### config.mk
export PLATFORM = sky130hd
export DESIGN_NAME = lane_serializer_flat
export DESIGN_NICKNAME = d
export VERILOG_FILES = /design/src/rtl/lane_serializer_if.sv /design/src/rtl/lane_serializer.sv /design/src/flat_wrapper.sv
export SDC_FILE = /design/constraint.sdc
export NUM_CORES = 1
export LEC_CHECK = 0
export CORE_UTILIZATION = 40
export CTS_CLUSTER_SIZE = 10
export DETAILED_ROUTE_END_ITERATION = 16
export PLACE_DENSITY_LB_ADDON = 0.1
export REMOVE_ABC_BUFFERS = 1
export SYNTH_ARGS = -nofsm -noshare
export SYNTH_HDL_FRONTEND = slang
export SYNTH_SLANG_ARGS = --single-unit
### constraint.sdc
create_clock -name clk_i -period 8.1 [get_ports clk_i]
set_input_delay 1.62 -clock clk_i [delete_from_list [all_inputs] [get_ports clk_i]]
set_output_delay 1.62 -clock clk_i [all_outputs]
set_load 0.01 [all_outputs]
### src/rtl/lane_serializer_if.sv
// Bundle-in / lane-stream-out port group for lane_serializer.
// The DUT uses the slave modport; the producer/consumer side uses master.
interface lane_serializer_if #(
  parameter int unsigned NUM_LANES  = 8,
  parameter int unsigned LANE_WIDTH = 42
);
  localparam int unsigned LANE_IDX_W = $clog2(NUM_LANES);

  logic                                  in_valid_i;
  logic                                  in_ready_o;
  logic                                  in_foo_i;
  logic [NUM_LANES-1:0]                  in_bar_i;
  logic [NUM_LANES-1:0][LANE_WIDTH-1:0]  in_baz_i;
  logic                                  out_valid_o;
  logic                                  out_ready_i;
  logic [LANE_WIDTH-1:0]                 out_data_o;
  logic [LANE_IDX_W-1:0]                 out_lane_o;
  logic                                  out_last_o;
  logic                                  drop_o;

  modport slave (
    input  in_valid_i, in_foo_i, in_bar_i, in_baz_i, out_ready_i,
    output in_ready_o, out_valid_o, out_data_o, out_lane_o, out_last_o, drop_o
  );

  modport master (
    output in_valid_i, in_foo_i, in_bar_i, in_baz_i, out_ready_i,
    input  in_ready_o, out_valid_o, out_data_o, out_lane_o, out_last_o, drop_o
  );
endinterface

### src/rtl/lane_serializer.sv
// Captures one {foo, bar, baz} bundle and streams its enabled baz lanes,
// lowest index first, one per beat on a valid/ready stream.
module lane_serializer #(
  parameter int unsigned NUM_LANES  = 8,
  parameter int unsigned LANE_WIDTH = 42
) (
  input  logic              clk_i,
  input  logic              rst_ni,
  lane_serializer_if.slave  bus
);
  localparam int unsigned LANE_IDX_W = $clog2(NUM_LANES);

  typedef enum logic {IDLE, SHIFT} state_e;

  state_e                                state_q, state_d;
  logic [NUM_LANES-1:0]                  mask_q, mask_d;
  logic                                  foo_q, foo_d;
  logic [NUM_LANES-1:0][LANE_WIDTH-1:0]  lanes_q, lanes_d;
  logic                                  in_ready_q;
  logic                                  out_valid_q;
  logic [LANE_WIDTH-1:0]                 out_data_q;
  logic [LANE_IDX_W-1:0]                 out_lane_q;
  logic                                  out_last_q;
  logic                                  drop_q;

  logic                                  accept;
  logic                                  beat_done;
  logic                                  drop_d;
  logic [LANE_IDX_W-1:0]                 lane_d;
  logic                                  last_d;

  assign accept    = bus.in_valid_i && in_ready_q;
  assign beat_done = out_valid_q && bus.out_ready_i;

  // Next mask/capture: load on accept, retire the lowest lane on each transfer.
  always_comb begin
    mask_d  = mask_q;
    foo_d   = foo_q;
    lanes_d = lanes_q;
    drop_d  = 1'b0;
    case (state_q)
      IDLE: begin
        if (accept) begin
          mask_d  = bus.in_bar_i;
          foo_d   = bus.in_foo_i && (bus.in_bar_i != '0);
          lanes_d = bus.in_baz_i;
          drop_d  = (bus.in_bar_i == '0);
        end
      end
      SHIFT: begin
        if (beat_done) begin
          mask_d = mask_q & (mask_q - NUM_LANES'(1));
        end
      end
      default: ;
    endcase
    state_d = (mask_d != '0) ? SHIFT : IDLE;
  end

  // Lowest set bit of the next mask selects the lane presented next cycle.
  always_comb begin
    lane_d = '0;
    for (int unsigned i = NUM_LANES; i > 0; i--) begin
      if (mask_d[i-1]) begin
        lane_d = LANE_IDX_W'(i - 1);
      end
    end
    last_d = foo_d && (mask_d != '0) && ((mask_d & (mask_d - NUM_LANES'(1))) == '0);
  end

  always_ff @(posedge clk_i) begin
    if (!rst_ni) begin
      state_q     <= IDLE;
      mask_q      <= '0;
      foo_q       <= 1'b0;
      in_ready_q  <= 1'b0;
      out_valid_q <= 1'b0;
      out_data_q  <= '0;
      out_lane_q  <= '0;
      out_last_q  <= 1'b0;
      drop_q      <= 1'b0;
    end else begin
      state_q     <= state_d;
      mask_q      <= mask_d;
      foo_q       <= foo_d;
      in_ready_q  <= (state_d == IDLE);
      out_valid_q <= (state_d == SHIFT);
      out_data_q  <= (mask_d != '0) ? lanes_d[lane_d] : '0;
      out_lane_q  <= lane_d;
      out_last_q  <= last_d;
      drop_q      <= drop_d;
    end
  end

  // Lane payload store; only meaningful while the mask is non-zero.
  always_ff @(posedge clk_i) begin
    lanes_q <= lanes_d;
  end

  assign bus.in_ready_o  = in_ready_q;
  assign bus.out_valid_o = out_valid_q;
  assign bus.out_data_o  = out_data_q;
  assign bus.out_lane_o  = out_lane_q;
  assign bus.out_last_o  = out_last_q;
  assign bus.drop_o      = drop_q;
endmodule
### src/flat_wrapper.sv
// flat-port wrapper written by rule: the top's interface ports become plain ports
module lane_serializer_flat 
#(
  parameter int unsigned NUM_LANES  = 8,
  parameter int unsigned LANE_WIDTH = 42
)
  (clk_i, rst_ni, bus_in_valid_i, bus_in_foo_i, bus_in_bar_i, bus_in_baz_i, bus_out_ready_i, bus_in_ready_o, bus_out_valid_o, bus_out_data_o, bus_out_lane_o, bus_out_last_o, bus_drop_o);
  lane_serializer_if #(.NUM_LANES(NUM_LANES), .LANE_WIDTH(LANE_WIDTH)) bus_i ();
  input  logic clk_i;
  input  logic rst_ni;
  input wire logic [$bits(bus_i.in_valid_i)-1:0] bus_in_valid_i;
  input wire logic [$bits(bus_i.in_foo_i)-1:0] bus_in_foo_i;
  input wire logic [$bits(bus_i.in_bar_i)-1:0] bus_in_bar_i;
  input wire logic [$bits(bus_i.in_baz_i)-1:0] bus_in_baz_i;
  input wire logic [$bits(bus_i.out_ready_i)-1:0] bus_out_ready_i;
  output wire logic [$bits(bus_i.in_ready_o)-1:0] bus_in_ready_o;
  output wire logic [$bits(bus_i.out_valid_o)-1:0] bus_out_valid_o;
  output wire logic [$bits(bus_i.out_data_o)-1:0] bus_out_data_o;
  output wire logic [$bits(bus_i.out_lane_o)-1:0] bus_out_lane_o;
  output wire logic [$bits(bus_i.out_last_o)-1:0] bus_out_last_o;
  output wire logic [$bits(bus_i.drop_o)-1:0] bus_drop_o;
  assign bus_i.in_valid_i = bus_in_valid_i;
  assign bus_i.in_foo_i = bus_in_foo_i;
  assign bus_i.in_bar_i = bus_in_bar_i;
  assign bus_i.in_baz_i = bus_in_baz_i;
  assign bus_i.out_ready_i = bus_out_ready_i;
  assign bus_in_ready_o = bus_i.in_ready_o;
  assign bus_out_valid_o = bus_i.out_valid_o;
  assign bus_out_data_o = bus_i.out_data_o;
  assign bus_out_lane_o = bus_i.out_lane_o;
  assign bus_out_last_o = bus_i.out_last_o;
  assign bus_drop_o = bus_i.drop_o;
  lane_serializer #(.NUM_LANES(NUM_LANES), .LANE_WIDTH(LANE_WIDTH)) u_core (.clk_i(clk_i), .rst_ni(rst_ni), .bus(bus_i));
endmodule
==> summary.md, run 1 <==
| Metric | Value |
|---|---|
| Run status | `completed` |
| Via density | `4.874` |
| DRC violation count after routing | `0` |
| Post-Synthesis Cell Area | `15650 sq um` |
| Crit path largest cell delay | `1.00 ns` |
| # Post-CTS Setup Buffers | `0` |
| CP max stage cell | `a221oi_4` |
| Total routed wirelength | `47260 microns` |
| Post-synthesis sequential area ratio | `50.41%` |
| Post-synth top cells | `nand2_1, dfxtp_1, nand2b_1` |
| # Max-Cap Violations | `0` |
| Max Slew Vio Count | `0` |
| Worst Skew | `0.01170 ns` |
| CP top delay family | `compound AO/OA/AOI/OAI gates` |
| Pwr Total | `8.174 mW` |
| Crit Path Max Fanout | `91` |
| Root Driver | `clkbuf_16` |
| CTS max path bufs | `3` |
| Starting density of the core | `40.49%` |
| #FFs+latches synth | `394` |
| Leading area contributor after synthesis | `dfxtp_1` |
| Worst path bufs/invs | `2` |
| Fmax achieved | `170.6 MHz` |
| Post-DR wirelength/cell | `16.57 microns` |
| Clock Sink Count | `394` |
| Die Wd | `199.8 microns` |
| Die Area | `39910 sq um` |
| GRT Resource Usage Total | `23.02%` |
| Syn Area/Cell | `7.855 sq um` |
| Slew headroom | `25.90%` |
| CP endpoint kind | `flop` |
| Final setup TNS | `0 ns` |
| Post-synthesis mux area share | `6.173%` |
| Antenna-violating nets left | `0` |
| Largest family of logic cells by synthesized area | `simple AND/OR/NAND/NOR gates` |
| Worst hold start | `u_core.lanes_q[17]` |
| RSZ-0062 raised after global routing | `false` |
| Area contributors post-synth | `dfxtp_1, nand2_1, nand2b_1, mux2_2, mux2i_1` |
| Die Ht | `199.8 microns` |
| Post-cts resize count | `0` |
| Area Overhead vs Synth | `35.32%` |
| Pwr dens | `386.1 nW/um^2` |
| Final setup violation count | `0` |
| Initial antenna violation count | `4` |
| CTS tree | `done` |
| Post-synthesis xor/xnor area fraction | `0.05597%` |
| Max IR drop VDD | `197.4 uV` |
| Remaining Overflow, GRT | `0` |
| Type of the worst min-delay path | `flop to flop` |
| First-pass GRT wire length | `71410 microns` |
| Synth warn | `0` |
| Critical path data required time | `8.49 ns` |
| Worst Setup Start Kind | `input port` |
| Post-synthesis adder-cell area fraction | `0%` |
| Leakage | `9.314 nW` |
| CTS buffer count | `46` |
| Via Count | `13906` |
| Async SR Flop Fraction | `0%` |
| Critical Path, Cell by Cell | `clkdlybuf4s50_1, and3b_4, mux2i_1, nor2_1, a221oi_4, o21a_4, buf_12, mux2_2, a32oi_1, a31oi_1` |
| Critical Path AT | `6.25 ns` |
| Final #Nets | `2674` |
| Fin crit period | `5.860 ns` |
| Crit path kind | `input port to flop` |
| Port Buffer Count | `397` |
| CP Launch Point | `bus_in_valid_i` |
| Mapped Cells | `1992` |
| Worst-path clk slew | `0.05 ns` |
| DR pass1 iterations | `5` |
| Via count of the first global-routing pass | `13414` |
| Core Region | `38650 sq um` |
| RD Place Congestion | `0.8515` |
| HPWL Detailed | `30710 microns` |
| Post-synthesis compound-gate area fraction | `7.348%` |
| Htree depth | `2` |
| Starting DRT DRC Count | `664` |
| Reg-to-Reg Start | `u_core.state_q` |
| Number of hold buffers added after cts | `0` |
| M1 GR Usage | `29.83%` |
| Worst-skew pair later-pin latency | `0.55 ns` |
| Yosys top cell area share | `50.41%` |
| Post-synth EDFFs | `0` |
| Layout cells sized above 1 | `5.229%` |
| Hold slack | `0.4368 ns` |
| Hold Vio Cnt, Final | `0` |
| Met2 Resource Use GR | `38.37%` |
| Largest net degree at the start of global routing | `240` |
| Measured slew at the worst slew-check pin | `1.111 ns` |
| Netlist cell types | `45` |
| Simple-gate area share of the yosys netlist | `32.60%` |
| Final worst-path cycle share | `72.35%` |
| Io pins | `398` |
| # rows | `72` |
| Most numerous cell in the Yosys netlist | `nand2_1` |
| Grt met3 use | `4.688%` |
| Global routing's busiest layer | `met2` |
| Synth Flop Type | `dfxtp_1` |
## per-layer routing
layer,share of wire [%],wire length (microns)
met1,45,21220
met2,46,21790
met3,6.6,3126
met4,2.3,1091
met5,0.080,38
## worst paths after layout
path | end | slack [ns] | cells past startpoint
min reg2reg | u_core.lanes_q[17] | 0.44 | 2
max reg2reg | u_core.bus.out_data_o[6] | 3.27 | 9
max | u_core.bus.out_data_o[6] | 2.24 | 10
min | u_core.lanes_q[17] | 0.44 | 2
## layout make-up
type,count,area [sq um]
antenna,2,5.005
clock buffer,53,1209
clock inverter,3,22.52
fill,3698,17470
inverter,2,7.507
multi-input combinational,1470,7278
sequential,394,7888
tap,518,648.1
timing repair buffer,411,4116
## registers in the layout (all words and copies together) (netlist names)
register,cells
u_core.bus.out_last_o,1
u_core.mask_q,8
u_core.lanes_q,336
u_core.bus.in_ready_o,1
u_core.bus.out_data_o,42
u_core.bus.out_lane_o,3
u_core.foo_q,1
u_core.state_q,1
u_core.bus.drop_o,1
## through the flow
step / utilization (%) / setup WS (ns) / instance area (sq um) / cells
finish: 54.79 / 2.240 / 21170 / 2853
global route: 54.78 / 1.898 / 21170 / 2852
CTS: 54.78 / 2.232 / 21170 / 2851
detailed placement: 51.59 / 1.686 / 19940 / 2795
global placement: 51.59 / 1.765 / 19940 / 2795
floorplan: - / -5.048 / 15120 / 1866
## worst reg2reg max path, delay by kind of cell (launching register included)
family,cells,cell delay [ns]
AO/OA/AOI/OAI,4,1.92
buffers and inverters,1,0.43
flip-flops,1,0.41
multiplexers,2,0.90
AND/OR/NAND/NOR,2,1.01
## cells in the final DEF, fill, tap and decap left out, types with 2 or more instances in the layout
master / synthesis / layout
clkdlybuf4s50_1: 0 / 397
diode_2: 0 / 2
o211ai_1: 45 / 45
dfxtp_1: 394 / 394
a21oi_1: 3 / 3
o22ai_1: 2 / 2
mux2_2: 44 / 44
clkbuf_16: 0 / 47
buf_4: 2 / 11
nand3b_1: 2 / 2
nor4_1: 3 / 3
nor2_1: 18 / 17
nand2_1: 1015 / 1015
o21ai_0: 3 / 3
or2_2: 2 / 2
a31oi_1: 42 / 42
mux2i_1: 47 / 47
nor3_1: 7 / 7
clkbuf_1: 91 / 5
nand3_1: 2 / 2
buf_12: 0 / 3
inv_1: 2 / 2
a32oi_1: 42 / 42
nand2b_1: 169 / 169
## kinds of logic (layout without fill, tap and decap cells)
| group | Yosys count | after routing |
|---|---|---|
| AND/OR/NAND/NOR | 1227 | 1227 |
| flip-flops | 394 | 394 |
| AO/OA/AOI/OAI | 151 | 151 |
| buffers and inverters | 128 | 469 |
| multiplexers | 91 | 91 |
| XOR/XNOR | 1 | 1 |
| other | 0 | 2 |
## where the power goes
group	leakage [nW]	switching (mW)	internal [mW]
clock network	0.605	0.749	1.04
logic	5.42	1.98	1.40
registers	3.29	0.215	2.79
total	9.31	2.95	5.23
Note: power is estimated with default switching activity, not from simulation.
==> run 2, diff against run 1 <==
==> constraint.sdc (replaced) <==
create_clock -name clk_i -period 4.9 [get_ports clk_i]
set_input_delay 0.98 -clock clk_i [delete_from_list [all_inputs] [get_ports clk_i]]
set_output_delay 0.98 -clock clk_i [all_outputs]
set_load 0.01 [all_outputs]
==> summary.md, run 2 (synthesis gave the netlist of run 1 again) <==
| Metric | Value |
|---|---|
| CTS buffer count | `45 (-2.2%)` |
| CP Launch Point | `bus_in_valid_i` |
| Final #Nets | `2684 (+0.37%)` |
| Critical path data required time | `5.33 ns (-3.16 ns)` |
| Reg2reg end | `u_core.bus.out_data_o[40]` |
| Met2 WL | `21610 microns (-0.82%)` |
| Via Count | `13861 (-0.32%)` |
| Clock Sink Count | `394 (unchanged)` |
| GRT Resource Usage Total | `23.06% (+0.044 points)` |
| DRC violation count after routing | `0 (unchanged)` |
| Measured slew at the worst slew-check pin | `0.8849 ns (-0.2266 ns)` |
| Largest net degree at the start of global routing | `186 (-23%)` |
| Root Driver | `clkbuf_16` |
| DR pass1 iterations | `5 (unchanged)` |
| Max reg flops | `336 (unchanged)` |
| Starting density of the core | `40.49% (unchanged)` |
| Die Wd | `199.8 microns (unchanged)` |
| Worst Skew | `0.01861 ns (+0.006906 ns)` |
| Most flop-heavy register | `u_core.lanes_q` |
| Crit path kind | `input port to flop` |
| Worst Setup Start Kind | `input port` |
| Final core occ | `55.21% (+0.42 points)` |
| Area Overhead vs Synth | `36.37%` |
| Via density | `4.840 (-0.71%)` |
| First-pass GRT wire length | `71190 microns (-0.31%)` |
| Core Region | `38650 sq um (unchanged)` |
| RD Place Congestion | `0.8060 (-5.3%)` |
| Met3 Wirelength | `3090 microns (-1.2%)` |
| Max IR drop VDD | `334.9 uV (+70%)` |
| Remaining Overflow, GRT | `0 (unchanged)` |
| Total routed wirelength | `47140 microns (-0.26%)` |
| Worst-skew pair later-pin latency | `0.56 ns (about the same)` |
| Post-DR wirelength/cell | `16.46 microns (-0.64%)` |
| Die Ht | `199.8 microns (unchanged)` |
| Commonest cells after routing, fill and taps aside | `nand2_1, clkdlybuf4s50_1, dfxtp_1, nand2b_1` |
| Fin crit period | `3.650 ns` |
| # Post-CTS Setup Buffers | `0 (unchanged)` |
| Number of hold buffers added after cts | `0 (unchanged)` |
| Top sig layer | `met5` |
| Post-cts resize count | `0 (unchanged)` |
| Hold Crit Endpoint | `u_core.lanes_q[14]` |
| Layout cells sized above 1 | `5.551% (+0.32 points)` |
| Worst hold start | `u_core.lanes_q[14]` |
| R2R setup slack | `1.66 ns (-1.61 ns)` |
| # Max-Cap Violations | `0 (unchanged)` |
| Crit Path Max Fanout | `47 (-48%)` |
| Fin area | `21340 sq um (+0.77%)` |
| Final setup TNS | `0 ns (unchanged)` |
| Final setup violation count | `0 (unchanged)` |
| Die Area | `39910 sq um (unchanged)` |
| Hold path depth | `2 (unchanged)` |
| Metal-1 WL | `21290 microns (+0.36%)` |
| Via count of the first global-routing pass | `13411 (-0.022%)` |
| Pwr dens | `642.0 nW/um^2 (+66%)` |
| # rows | `72 (unchanged)` |
| R2R depth | `9 (unchanged)` |
| Antenna-violating nets left | `0 (unchanged)` |
| Htree depth | `2 (unchanged)` |
| Most common cell after layout, fill and taps aside | `nand2_1` |
| Hold slack | `0.4365 ns (-0.0003080 ns)` |
| Initial antenna violation count | `7 (+3)` |
| Io pins | `398 (unchanged)` |
| Run status | `completed` |
| Starting DRT DRC Count | `607 (-8.6%)` |
| RSZ-0062 raised after global routing | `false` |
| CTS tree | `done` |
| Leakage | `9.390 nW (+0.82%)` |
| Port Buffer Count | `397 (unchanged)` |
| Critical Path AT | `4.08 ns (-2.17 ns)` |
| Slew headroom | `41.01% (+15 points)` |
| CP endpoint kind | `flop` |
| Type of the worst min-delay path | `flop to flop` |
| Pwr Total | `13.70 mW (+68%)` |
| Hold Vio Cnt, Final | `0 (unchanged)` |
| Cell Area, Placed | `20120 sq um (+0.92%)` |
| Reg-to-Reg Start | `u_core.state_q` |
| Final worst-path cycle share | `74.49%` |
| Max Slew Vio Count | `0 (unchanged)` |
| HPWL Detailed | `31230 microns (+1.7%)` |
| Fmax achieved | `274.0 MHz` |
| Worst-path clk slew | `0.05 ns (about the same)` |
| CTS max path bufs | `3 (unchanged)` |
[run 2: cell count changes in the layout (fill, tap and decap cells not counted), sizes merged]
cell    change
buf        +11
clkinv      -2
diode       +2
[run 2: per-stage QoR]
stage | std cells | worst slack [ns]
2_1_floorplan | 1866 | -7.608
3_3_place_gp | 2806 | 0.7351
3_5_place_dp | 2806 | 0.6708
4_1_cts | 2860 | 1.260
5_1_grt | 2863 | 1.031
6_report | 2864 | 1.250
[run 2: worst max-delay path, stage by stage]
cell and delay (ns):
clkdlybuf4s50_1 0.50, and3b_4 0.32, mux2i_1 0.29, nor2_1 0.18
a221oi_4 0.46, o21a_4 0.41, buf_12 0.29, mux2_2 0.36
a32oi_1 0.15, a31oi_1 0.11
[run 2: layout make-up]
class                           count  area [sq um]
Sequential cell                   394          7888
Inverter                            2         7.507
Clock inverter                      1         8.758
Tap cell                          518         648.1
Timing Repair Buffer              422          4299
Multi-Input combinational cell   1470          7278
Clock buffer                       53          1199
Antenna cell                        4         10.01
Fill cell                        3622         17310
[run 2: where the power goes]
group / switching (mW) / total (mW) / internal (mW)
registers: 0.353 / 4.97 / 4.61
clock network: 1.22 / 2.91 / 1.69
logic: 3.34 / 5.82 / 2.48
[run 2: worst max path at each step]
stage,slack (ns),depth (start not counted),to
2_1_floorplan,-7.61,8,u_core.bus.out_data_o[40]
3_3_place_gp,0.74,10,u_core.bus.out_data_o[40]
3_5_place_dp,0.67,10,u_core.bus.out_data_o[31]
4_1_cts,1.26,10,u_core.bus.out_data_o[6]
5_1_grt,1.03,10,u_core.bus.out_data_o[6]
6_report,1.25,10,u_core.bus.out_data_o[40]
[run 2: layer usage]
layer  vias to the layer above  track usage, %
met5                         -               0
met4                         8           8.284
met3                        76           5.326
met2                       388           37.96
met1                      6325           29.48
li1                       7064               -
